`config.mk`:
```
export PLATFORM = sky130hd
export DESIGN_NAME = matvec_engine
export DESIGN_NICKNAME = d
export VERILOG_FILES = /design/src/rtl/matvec_engine.sv
export SDC_FILE = /design/constraint.sdc
export NUM_CORES = 1
export LEC_CHECK = 0
export ABC_CLOCK_PERIOD_IN_PS = 13900
export CAP_MARGIN = 20
export CORE_MARGIN = 2
export CORE_UTILIZATION = 45
export CTS_CLUSTER_DIAMETER = 150
export DETAILED_ROUTE_END_ITERATION = 12
export DONT_BUFFER_PORTS = 1
export GPL_TIMING_DRIVEN = 0
export HOLD_SLACK_MARGIN = 0.1
export RECOVER_POWER = 50
export SLEW_MARGIN = 20
export SYNTH_ARGS = -nofsm -noshare
export SYNTH_HDL_FRONTEND = slang
export SYNTH_SLANG_ARGS = --single-unit
export TNS_END_PERCENT = 5
```
`constraint.sdc`:
```
create_clock -name clk -period 13.9 [get_ports clk]
set_input_delay 2.78 -clock clk [delete_from_list [all_inputs] [get_ports clk]]
set_output_delay 2.78 -clock clk [all_outputs]
set_load 0.02 [all_outputs]
```
`src/rtl/matvec_engine.sv`:
```
// Fixed-point matrix-vector engine: streams row-major weights (plus optional per-row bias)
// one word per rd_valid and emits one saturated, optionally ReLU-activated element per row.
module matvec_engine #(
  parameter int DATA_W  = 16,
  parameter int FRAC_W  = 8,
  parameter int IN_LEN  = 16,
  parameter int OUT_LEN = 32,
  parameter int BIAS_EN = 1,
  parameter int ADDR_W  = 27,
  parameter int ACC_W   = 40,
  localparam int VIDX_W = (IN_LEN > 1) ? $clog2(IN_LEN) : 1,
  localparam int OIDX_W = (OUT_LEN > 1) ? $clog2(OUT_LEN) : 1
) (
  input  logic              clk,
  input  logic              reset,
  input  logic              vec_wr_en,
  input  logic [VIDX_W-1:0] vec_wr_idx,
  input  logic [DATA_W-1:0] vec_wr_data,
  input  logic              start,
  input  logic [ADDR_W-1:0] base_address,
  input  logic              relu_en,
  output logic [ADDR_W-1:0] rd_addr,
  output logic              rd_req,
  input  logic              rd_valid,
  input  logic [DATA_W-1:0] rd_data,
  output logic              out_valid,
  output logic [OIDX_W-1:0] out_idx,
  output logic [DATA_W-1:0] out_data,
  output logic              busy,
  output logic              done
);

  localparam int ROW_LEN = IN_LEN + BIAS_EN;
  localparam int CNT_W   = $clog2(ROW_LEN + 1);
  localparam logic signed [ACC_W-1:0] SAT_MAX = {{(ACC_W-DATA_W+1){1'b0}}, {(DATA_W-1){1'b1}}};
  localparam logic signed [ACC_W-1:0] SAT_MIN = {{(ACC_W-DATA_W+1){1'b1}}, {(DATA_W-1){1'b0}}};

  typedef enum logic [1:0] {IDLE, FETCH, EMIT} state_t;

  state_t                     state, state_nxt;
  logic signed [DATA_W-1:0]   vec [IN_LEN];
  logic signed [ACC_W-1:0]    acc, term, shifted;
  logic signed [2*DATA_W-1:0] prod;
  logic [CNT_W-1:0]           col;
  logic [OIDX_W-1:0]          row;
  logic                       relu_q;
  logic                       last_col, last_row, col_is_bias;
  logic [DATA_W-1:0]          act;

  assign last_col    = (col == CNT_W'(ROW_LEN - 1));
  assign last_row    = (row == OIDX_W'(OUT_LEN - 1));
  assign col_is_bias = (col >= CNT_W'(IN_LEN));

  always_comb begin
    prod    = vec[col[VIDX_W-1:0]] * $signed(rd_data);
    // Bias is an integer-aligned word, so it joins the accumulator at product scale.
    term    = col_is_bias ? (ACC_W'($signed(rd_data)) <<< FRAC_W) : ACC_W'(prod);
    shifted = acc >>> FRAC_W;
    if (shifted > SAT_MAX) begin
      act = {1'b0, {(DATA_W-1){1'b1}}};
    end else if (shifted < SAT_MIN) begin
      act = {1'b1, {(DATA_W-1){1'b0}}};
    end else begin
      act = shifted[DATA_W-1:0];
    end
    if (relu_q && act[DATA_W-1]) begin
      act = '0;
    end
  end

  always_comb begin
    state_nxt = state;
    case (state)
      IDLE:    if (start) state_nxt = FETCH;
      FETCH:   if (rd_valid && last_col) state_nxt = EMIT;
      EMIT:    state_nxt = last_row ? IDLE : FETCH;
      default: state_nxt = IDLE;
    endcase
  end

  always_ff @(posedge clk) begin
    if (reset) begin
      state   <= IDLE;
      acc     <= '0;
      col     <= '0;
      row     <= '0;
      rd_addr <= '0;
      relu_q  <= 1'b0;
      for (int i = 0; i < IN_LEN; i++) vec[i] <= '0;
    end else begin
      state <= state_nxt;
      case (state)
        IDLE: begin
          if (vec_wr_en && ({1'b0, vec_wr_idx} < (VIDX_W+1)'(IN_LEN))) begin
            vec[vec_wr_idx] <= vec_wr_data;
          end
          if (start) begin
            rd_addr <= base_address;
            relu_q  <= relu_en;
            acc     <= '0;
            col     <= '0;
            row     <= '0;
          end
        end
        FETCH: begin
          // Rows are contiguous, so the next word is always the next address.
          if (rd_valid) begin
            acc     <= acc + term;
            col     <= col + CNT_W'(1);
            rd_addr <= rd_addr + ADDR_W'(1);
          end
        end
        EMIT: begin
          acc <= '0;
          col <= '0;
          if (!last_row) row <= row + OIDX_W'(1);
        end
        default: ;
      endcase
    end
  end

  assign rd_req    = (state == FETCH);
  assign out_valid = (state == EMIT);
  assign busy      = (state != IDLE);
  assign done      = out_valid && last_row;
  assign out_idx   = row;
  assign out_data  = out_valid ? act : '0;

endmodule

```
# --- Word level (Yosys, flattened, before mapping) ---
# Memory sizes are Yosys's and may differ from the RTL's. A register that Yosys moved wholly into a read port is not among the register bits.
# Index checks and enable logic that the tools add are counted.
classes:
  addsub: 4
  multipliers: 1
  div_mod_pow: 0
  magnitude_cmp: 3
  n_eq_ne: 8
  n_shift: 0
  mux: 31
  bitwise_logic: 0
  reduce_logical: 14
op_table:
  columns: ["cell", "n"]
  rows:
  - ["2-to-1 mux 40 bit", 3]
  - ["case mux 40 bit (3 select lines)", 1]
  - ["2-to-1 mux 16 bit", 5]
  - ["2-to-1 mux 27 bit", 2]
  - ["case mux 27 bit (2 select lines)", 1]
  - ["adder 40 bit", 1]
  - ["> comparator 32 x 16 -> 1 bit (second input constant)", 1]
  - ["< comparator 32 x 16 -> 1 bit (second input constant)", 1]
  - ["multiplier 16 x 16 -> 32 bit", 1]
  - ["adder 27 x 1 -> 27 bit (second input constant)", 1]
  - ["OR reduction 16 bit", 1]
  - ["2-to-1 mux 5 bit", 3]
  - ["case mux 5 bit (3 select lines)", 1]
  - ["2-to-1 mux 4 bit", 3]
  - ["adder 5 x 1 -> 5 bit (second input constant)", 2]
  - ["== test 5 bit (second input constant)", 2]
  - ["case mux 5 bit (2 select lines)", 1]
  - ["AND reduction 3 bit", 3]
  - ["2-to-1 mux 1 bit", 8]
  - ["case mux 2 bit (3 select lines)", 1]
  - ["nonzero test 2 bit", 3]
  - ["greater-or-equal comparator 5 bit (second input constant)", 1]
  - ["2-to-1 mux 2 bit", 2]
  - ["!= test 2 x 1 -> 1 bit (second input constant)", 2]
  - ["other kinds (7)", 11]
word_totals:
  register_bits: 80
  latchBits: 0
  ramBits: 256
  romBits: 0
  out_inout_bits: 52
  elab_cells: 68
  memories: 1
mem_list:
  columns: ["memory", "words", "word_bits", "read_ports", "rd_clocked_by_memory_dff", "wr", "line", "text"]
  rows:
  - ["vec", 16, 16, 1, 1, 16, "41", "logic signed [DATA_W-1:0] vec [IN_LEN];"]

# --- Longest topological paths before layout ---
# Gate-level depths: netlist of the first run.
logic_depth:
  depth_word: 6
  ltp_mapped: 39

# --- Worst setup path before layout of the first run ---
# OpenSTA, ideal clock, no wires.
synth_path:
  path_type: "input port to flip-flop"
  from: "input rd_data[9]"
  to: "register acc[39]"
  setup_ns: 0.117
  arrival_ns: 10.709
  path_slack_ns: 3.075
  cell_stages: 36
  path_cell_list: "buf_1 clkbuf_1 nand2_1 fa_1 inv_1 fa_1 inv_1 fa_1 inv_1 fa_1 fa_1 inv_1 fa_1 inv_1 ha_1 a21o_1 a21o_1 a21o_1 a21oi_1 o21ai_0 a41oi_2 o21ai_1 xnor2_1 o21ai_0 ha_1 buf_6 a21o_1 a21o_1 a21o_1 a221oi_2 o21ai_1 or3_4 a41oi_2 xnor2_1 o22ai_1 a22o_1"
synth_via:
  elab_chain_len: 5
synth_lines:
  columns: ["item", "line", "text"]
  rows:
  - ["start, declared", "25", "input logic [DATA_W-1:0] rd_data,"]
  - ["multiplier 16 x 16 -> 32 bit", "55", "prod = vec[col[VIDX_W-1:0]] * $signed(rd_data);"]
  - ["2-to-1 mux 40 bit (*)", "57", "term = col_is_bias ? (ACC_W'($signed(rd_data)) <<< FRAC_W) : ACC_W'(prod);"]
  - ["adder 40 bit (*)", "108", "acc <= acc + term;"]
  - ["2-to-1 mux 40 bit (*)", "107", "if (rd_valid) begin"]
  - ["case mux 40 bit (3 select lines) (*)", "92", "case (state)"]
  - ["end signal, assigned", "108", null]
  - ["end, declared", "42", "logic signed [ACC_W-1:0] acc, term, shifted;"]
# Mark *: on every way between the ends. The rest lies on a longest branch, timed or not. The select of a mux whose other input is x is not followed.
# A chain may end at the register's enable or synchronous reset.

# --- Worst setup path in the final report of the first run ---
# Same ends and word-level chain as after synthesis.

==> reports/metrics.cfg, run 1 <==
[drt]
wl_met3_mm=3.74
wl_per_cell_um=20.6
ant_nets=0
first_iter_violations=1377
drt-met1-wl_mm=29.2
wl_mm=70.5
route.vias.total=18900
firstDrtPassIters=5
routed-wl-met2_mm=34.9
post_drt_via_cell_ratio=5.50
drc=0
top_layer=met5

[synth]
seq_area_frac_synth=0.342
synthMuxAreaShare=0.0673
synth_xor_area_frac=0.0211
netlist_area_mm2=0.0274
synth_adder_area_share=0.251
synth_edf_count=256
synthCells=2579
synth_flop_cell=edfxtp_1
avgSynthCellArea_um2=10.6
synth_simple_gate_area_share=0.170
synth_compound_area_frac=0.0865
synth_seq_cells=340
synth_nets=3039
synth-async-reset-ratio=0
synth_warnings=0
ys_types=80
synth_top_family_by_area=adder cells

[finish]
area_delta_synth_final_pct=8.12
drive_gt1_frac=0.0665
final_cells=3430
final_net_count=3079
final_common_cell=inv_1
mostFrequentLayoutCells=inv_1, and2_1, fa_1, edfxtp_1, nand2_1
antenna_cells=0

[place]
dpl_worst_slack_ns=1.44
io_buffers=0
gp_congestion=0.887
dpl.hpwl_mm=55.7
dp.cells=3361

[die]
row_count=90
core-area_mm2=0.0602
start_util=0.455
die_area_mm2=0.0629
fp.dieW_um=251
fp.dieH_um=251
num_io_pins=121

[worst_setup_path]
required_ns=14.36
critical_path.max_stage_delay_ns=0.58
path_delay_family=adder cells
critical_path_buf_inv_count=8
crit_type=in -> reg
arrival_ns=12.38
critPathMaxFanout=10
critPathCaptureType=flip-flop
crit_path_top_delay_cell=fa_1
startpoint=rd_data[9]
cp-start-kind=primary input

[clock_network]
htree_num_levels=2
clk_pin_slew_ns=0.06
post-cts-setup-buffers=0
ctsHoldBuffers=0
cts_buffers=38
cts_resized=0
cts_tree=yes
clock_path_buffers=3
clk_latency_ns=0.59
cts-root-buf=clkbuf_16
cts_sinks=340

[flow_run]
drv_cap=0

[sta]
drv_slew=0
timing.final.crit_share=0.858
rsz0062_at_grt=no
fin_setup_tns_ns=0
max_slew_margin=0.130
post-route-min-period_ns=11.92
hold_viol_final=0
setup_viol=0
setup_slack_ns=1.98
max_freq_mhz=83.9
fin_skew_ns=0.0296
worst_pin_slew_ns=1.31
holdWs_ns=0.463

[grt]
grt_antenna_before_repair=3
grtUsageTotal=0.230
grt_max_degree=17
grt-ovfl-total=0
grt_pass1_wl_mm=111
grt_pass1_vias=19700

[min_path]
min_from=acc[0]
min_path_type=reg -> reg

[run_status]
outcome=completed

-- worst min-delay path, delay by kind of cell (launching register included) --
family             cells  cell delay (ns)
DFF                    1             0.31
AOI/OAI and AO/OA      1             0.05
and+or+nand+nor        1             0.06
-- registers in the layout (all words and copies together), names as in the netlist, named ones only --
register / flops
acc: 40
state: 2
out_idx: 5
relu_q: 1
rd_addr: 27
col: 5
vec: 256
-- layout make-up --
type,instances,area [µm²]
tap,782,978
sequential,340,9370
clock buffer,52,1030
buffer,126,495
inverter,328,1230
clock inverter,17,216
multi-input combinational,1785,16300
fill,5461,30600
-- stage by stage --
step,util,instance area [µm²]
final,0.492,29600
after global routing,0.492,29600
after CTS,0.492,29600
after detailed placement,0.471,28400
after global placement,0.471,28400
after floorplan,-,27400
-- path summary, 6_finish.rpt --
kind,end,slack (ns),cells past startpoint
hold reg to reg,acc[0],0.46,2
setup / recovery,acc[39],1.98,36
setup reg to reg,acc[39],2.12,39
hold / removal,acc[0],0.46,2
-- cells by family (layout without fill, tap and decap cells) --
logic type / Yosys count / count (layout)
flops: 340 / 340
compound gates: 362 / 362
simple gates: 882 / 882
mux: 84 / 84
xor+xnor: 66 / 66
fa+ha+maj: 391 / 391
buf+inv: 454 / 523
-- synth_stat cells, types with 34 or more instances --
library cell	count	area, µm²
and2_1	385	2410
inv_1	327	1230
fa_1	263	5270
edfxtp_1	256	7690
nand2_1	206	773
ha_1	128	1600
nor2_1	128	480
clkbuf_1	103	387
a21oi_1	98	490
dfxtp_1	84	1680
mux4_2	80	1800
o21ai_0	74	370
xnor2_1	35	307
a21o_1	34	255
-- routing by layer --
| metal | global-route usage | vias to the layer above |
|---|---|---|
| met2 | 0.392 | 512 |
| met5 | 0 | - |
| met3 | 0.0318 | 142 |
| met1 | 0.299 | 9494 |
| met4 | 0.0849 | 2 |
| li1 | - | 8729 |
Power of run 1 is left out: the tool's default activity adds up to more than one toggle a clock period on the data nets, which glitch-free logic cannot reach.
==> inputs of run 2 (changes only) <==
--- a/config.mk
+++ b/config.mk
@@ -14,6 +14,7 @@
 export DONT_BUFFER_PORTS = 1
 export GPL_TIMING_DRIVEN = 0
 export HOLD_SLACK_MARGIN = 0.1
+export PLACE_DENSITY = 0.56
 export RECOVER_POWER = 50
 export SLEW_MARGIN = 20
 export SYNTH_ARGS = -nofsm -noshare
==> reports/metrics.cfg, run 2 (synthesized netlist as in run 1, its figures left out) <==
[run_status]
outcome=completed

[clock_network]
cts_buffers=39  ; +2.6%
cts_sinks=340  ; unchanged
cts-root-buf=clkbuf_16
clock_path_buffers=3  ; unchanged
post-cts-setup-buffers=0  ; unchanged
ctsHoldBuffers=0  ; unchanged
htree_num_levels=2  ; unchanged
clk_latency_ns=0.56  ; -0.03 ns
cts_tree=yes
clk_pin_slew_ns=0.06  ; about the same
cts_resized=0  ; unchanged

[drt]
post_drt_via_cell_ratio=5.53  ; +0.44%
drc=0  ; unchanged
ant_nets=0  ; unchanged
firstDrtPassIters=6  ; +1
route.vias.total=19000  ; +0.44%
wl_per_cell_um=21.1  ; +2.7%
first_iter_violations=1429  ; +3.8%
wl_mm=72.4  ; +2.7%

[grt]
grt-ovfl-total=0  ; unchanged
use_met1=0.308  ; +0.00978
use_met2=0.411  ; +0.0189
grt_pass1_wl_mm=114  ; +2.6%
grt_antenna_before_repair=2  ; -1
grt_max_degree=17  ; unchanged
grt_pass1_vias=19900  ; +0.79%
grt-busiest-layer=met2
grtUsageMet3=0.0327  ; +0.000932
grtUsageTotal=0.236  ; +0.00652

[sta]
rsz0062_at_grt=no
drv_slew=0  ; unchanged
timing.final.crit_share=0.856  ; -0.00105
setup_viol=0  ; unchanged
holdWs_ns=0.460  ; -0.00306 ns
max_slew_margin=0.148  ; +0.0183
post-route-min-period_ns=11.91  ; -0.0146 ns
max_freq_mhz=84.0  ; +0.12%
fin_setup_tns_ns=0  ; unchanged
hold_viol_final=0  ; unchanged
fin_skew_ns=0.0343  ; +0.00466 ns
worst_pin_slew_ns=1.28  ; -0.0275 ns

[place]
gp_congestion=0.898  ; +1.3%
dpl.hpwl_mm=57.4  ; +3.0%
io_buffers=0  ; unchanged

[finish]
antenna_cells=0  ; unchanged
final_net_count=3080  ; +0.032%
largest_register_ffs=256  ; unchanged
mostFrequentLayoutCells=inv_1, and2_1, fa_1, edfxtp_1, nand2_1
seqCellArea_mm2=0.00937  ; unchanged
multi_input_area_mm2=0.0163  ; unchanged
drive_gt1_frac=0.0691  ; +0.00264
top_regs=vec x256, acc x40, rd_addr x27
largest-register=vec
final_common_cell=inv_1
area_delta_synth_final_pct=8.10  ; about the same
fillers=5538  ; +1.4%

[die]
row_count=90  ; unchanged
start_util=0.455  ; unchanged
fp.dieW_um=251  ; unchanged
fp.dieH_um=251  ; unchanged
die_area_mm2=0.0629  ; unchanged
num_io_pins=121  ; unchanged
core-area_mm2=0.0602  ; unchanged

[worst_setup_path]
critPathMaxFanout=10  ; unchanged
r2r_end=acc[39]
critPathCaptureType=flip-flop
crit_path_top_delay_cell=fa_1
critical_path.max_stage_delay_ns=0.57  ; about the same
path_delay_family=adder cells
arrival_ns=12.36  ; -0.02 ns
r2r_cells=37  ; -5.1%
crit_type=in -> reg
critical_path_buf_inv_count=8  ; unchanged
required_ns=14.36  ; about the same
reg2reg_slack_ns=2.14  ; +0.02 ns
cp-start-kind=primary input

[min_path]
min_from=acc[2]
min_to=acc[2]
min_path_type=reg -> reg
whs_path_depth=2  ; unchanged

[flow_run]
drv_cap=0  ; unchanged

## run 2: worst max path at each step
stage                     from      end  slack (ns)  cells after the start
floorplan           rd_data[9]  acc[39]        3.07                     36
global placement    rd_data[9]  acc[39]        1.51                     36
detailed placement  rd_data[9]  acc[39]        1.44                     36
CTS                 rd_data[9]  acc[39]        2.02                     36
global route        rd_data[9]  acc[35]        1.61                     36
finish              rd_data[9]  acc[39]        1.99                     36
## run 2: metal layers
layer,up-vias,share of wire
li1,8723,-
met1,9601,0.42
met2,517,0.51
met3,121,0.051
met4,0,0.027
met5,-,0
## run 2: area by class of cell
class,count,share of cell area
plain buffers,126,0.0167
clock buffers,52,0.0367
clock inverters,17,0.00536
inverters,328,0.0416
multi-input cells,1785,0.550
flip-flops and latches,340,0.316
well taps,782,0.0330
## run 2: tightest hold or removal path, stage by stage, from the launching register on
cell     delay (ns)
dfxtp_1        0.31
nand2_1        0.05
a21oi_1        0.05
## run 2: stage by stage
stage | utilization | setup WS [ns] | cells | instance area (µm²)
6_report | 0.492 | 1.99 | 3430 | 29600
5_1_grt | 0.492 | 1.61 | 3430 | 29600
4_1_cts | 0.492 | 2.02 | 3430 | 29600
3_5_place_dp | 0.471 | 1.44 | 3361 | 28400
3_3_place_gp | 0.471 | 1.51 | 3361 | 28400
2_1_floorplan | - | 3.07 | 2579 | 27400
Power of run 2 is left out for the same reason.
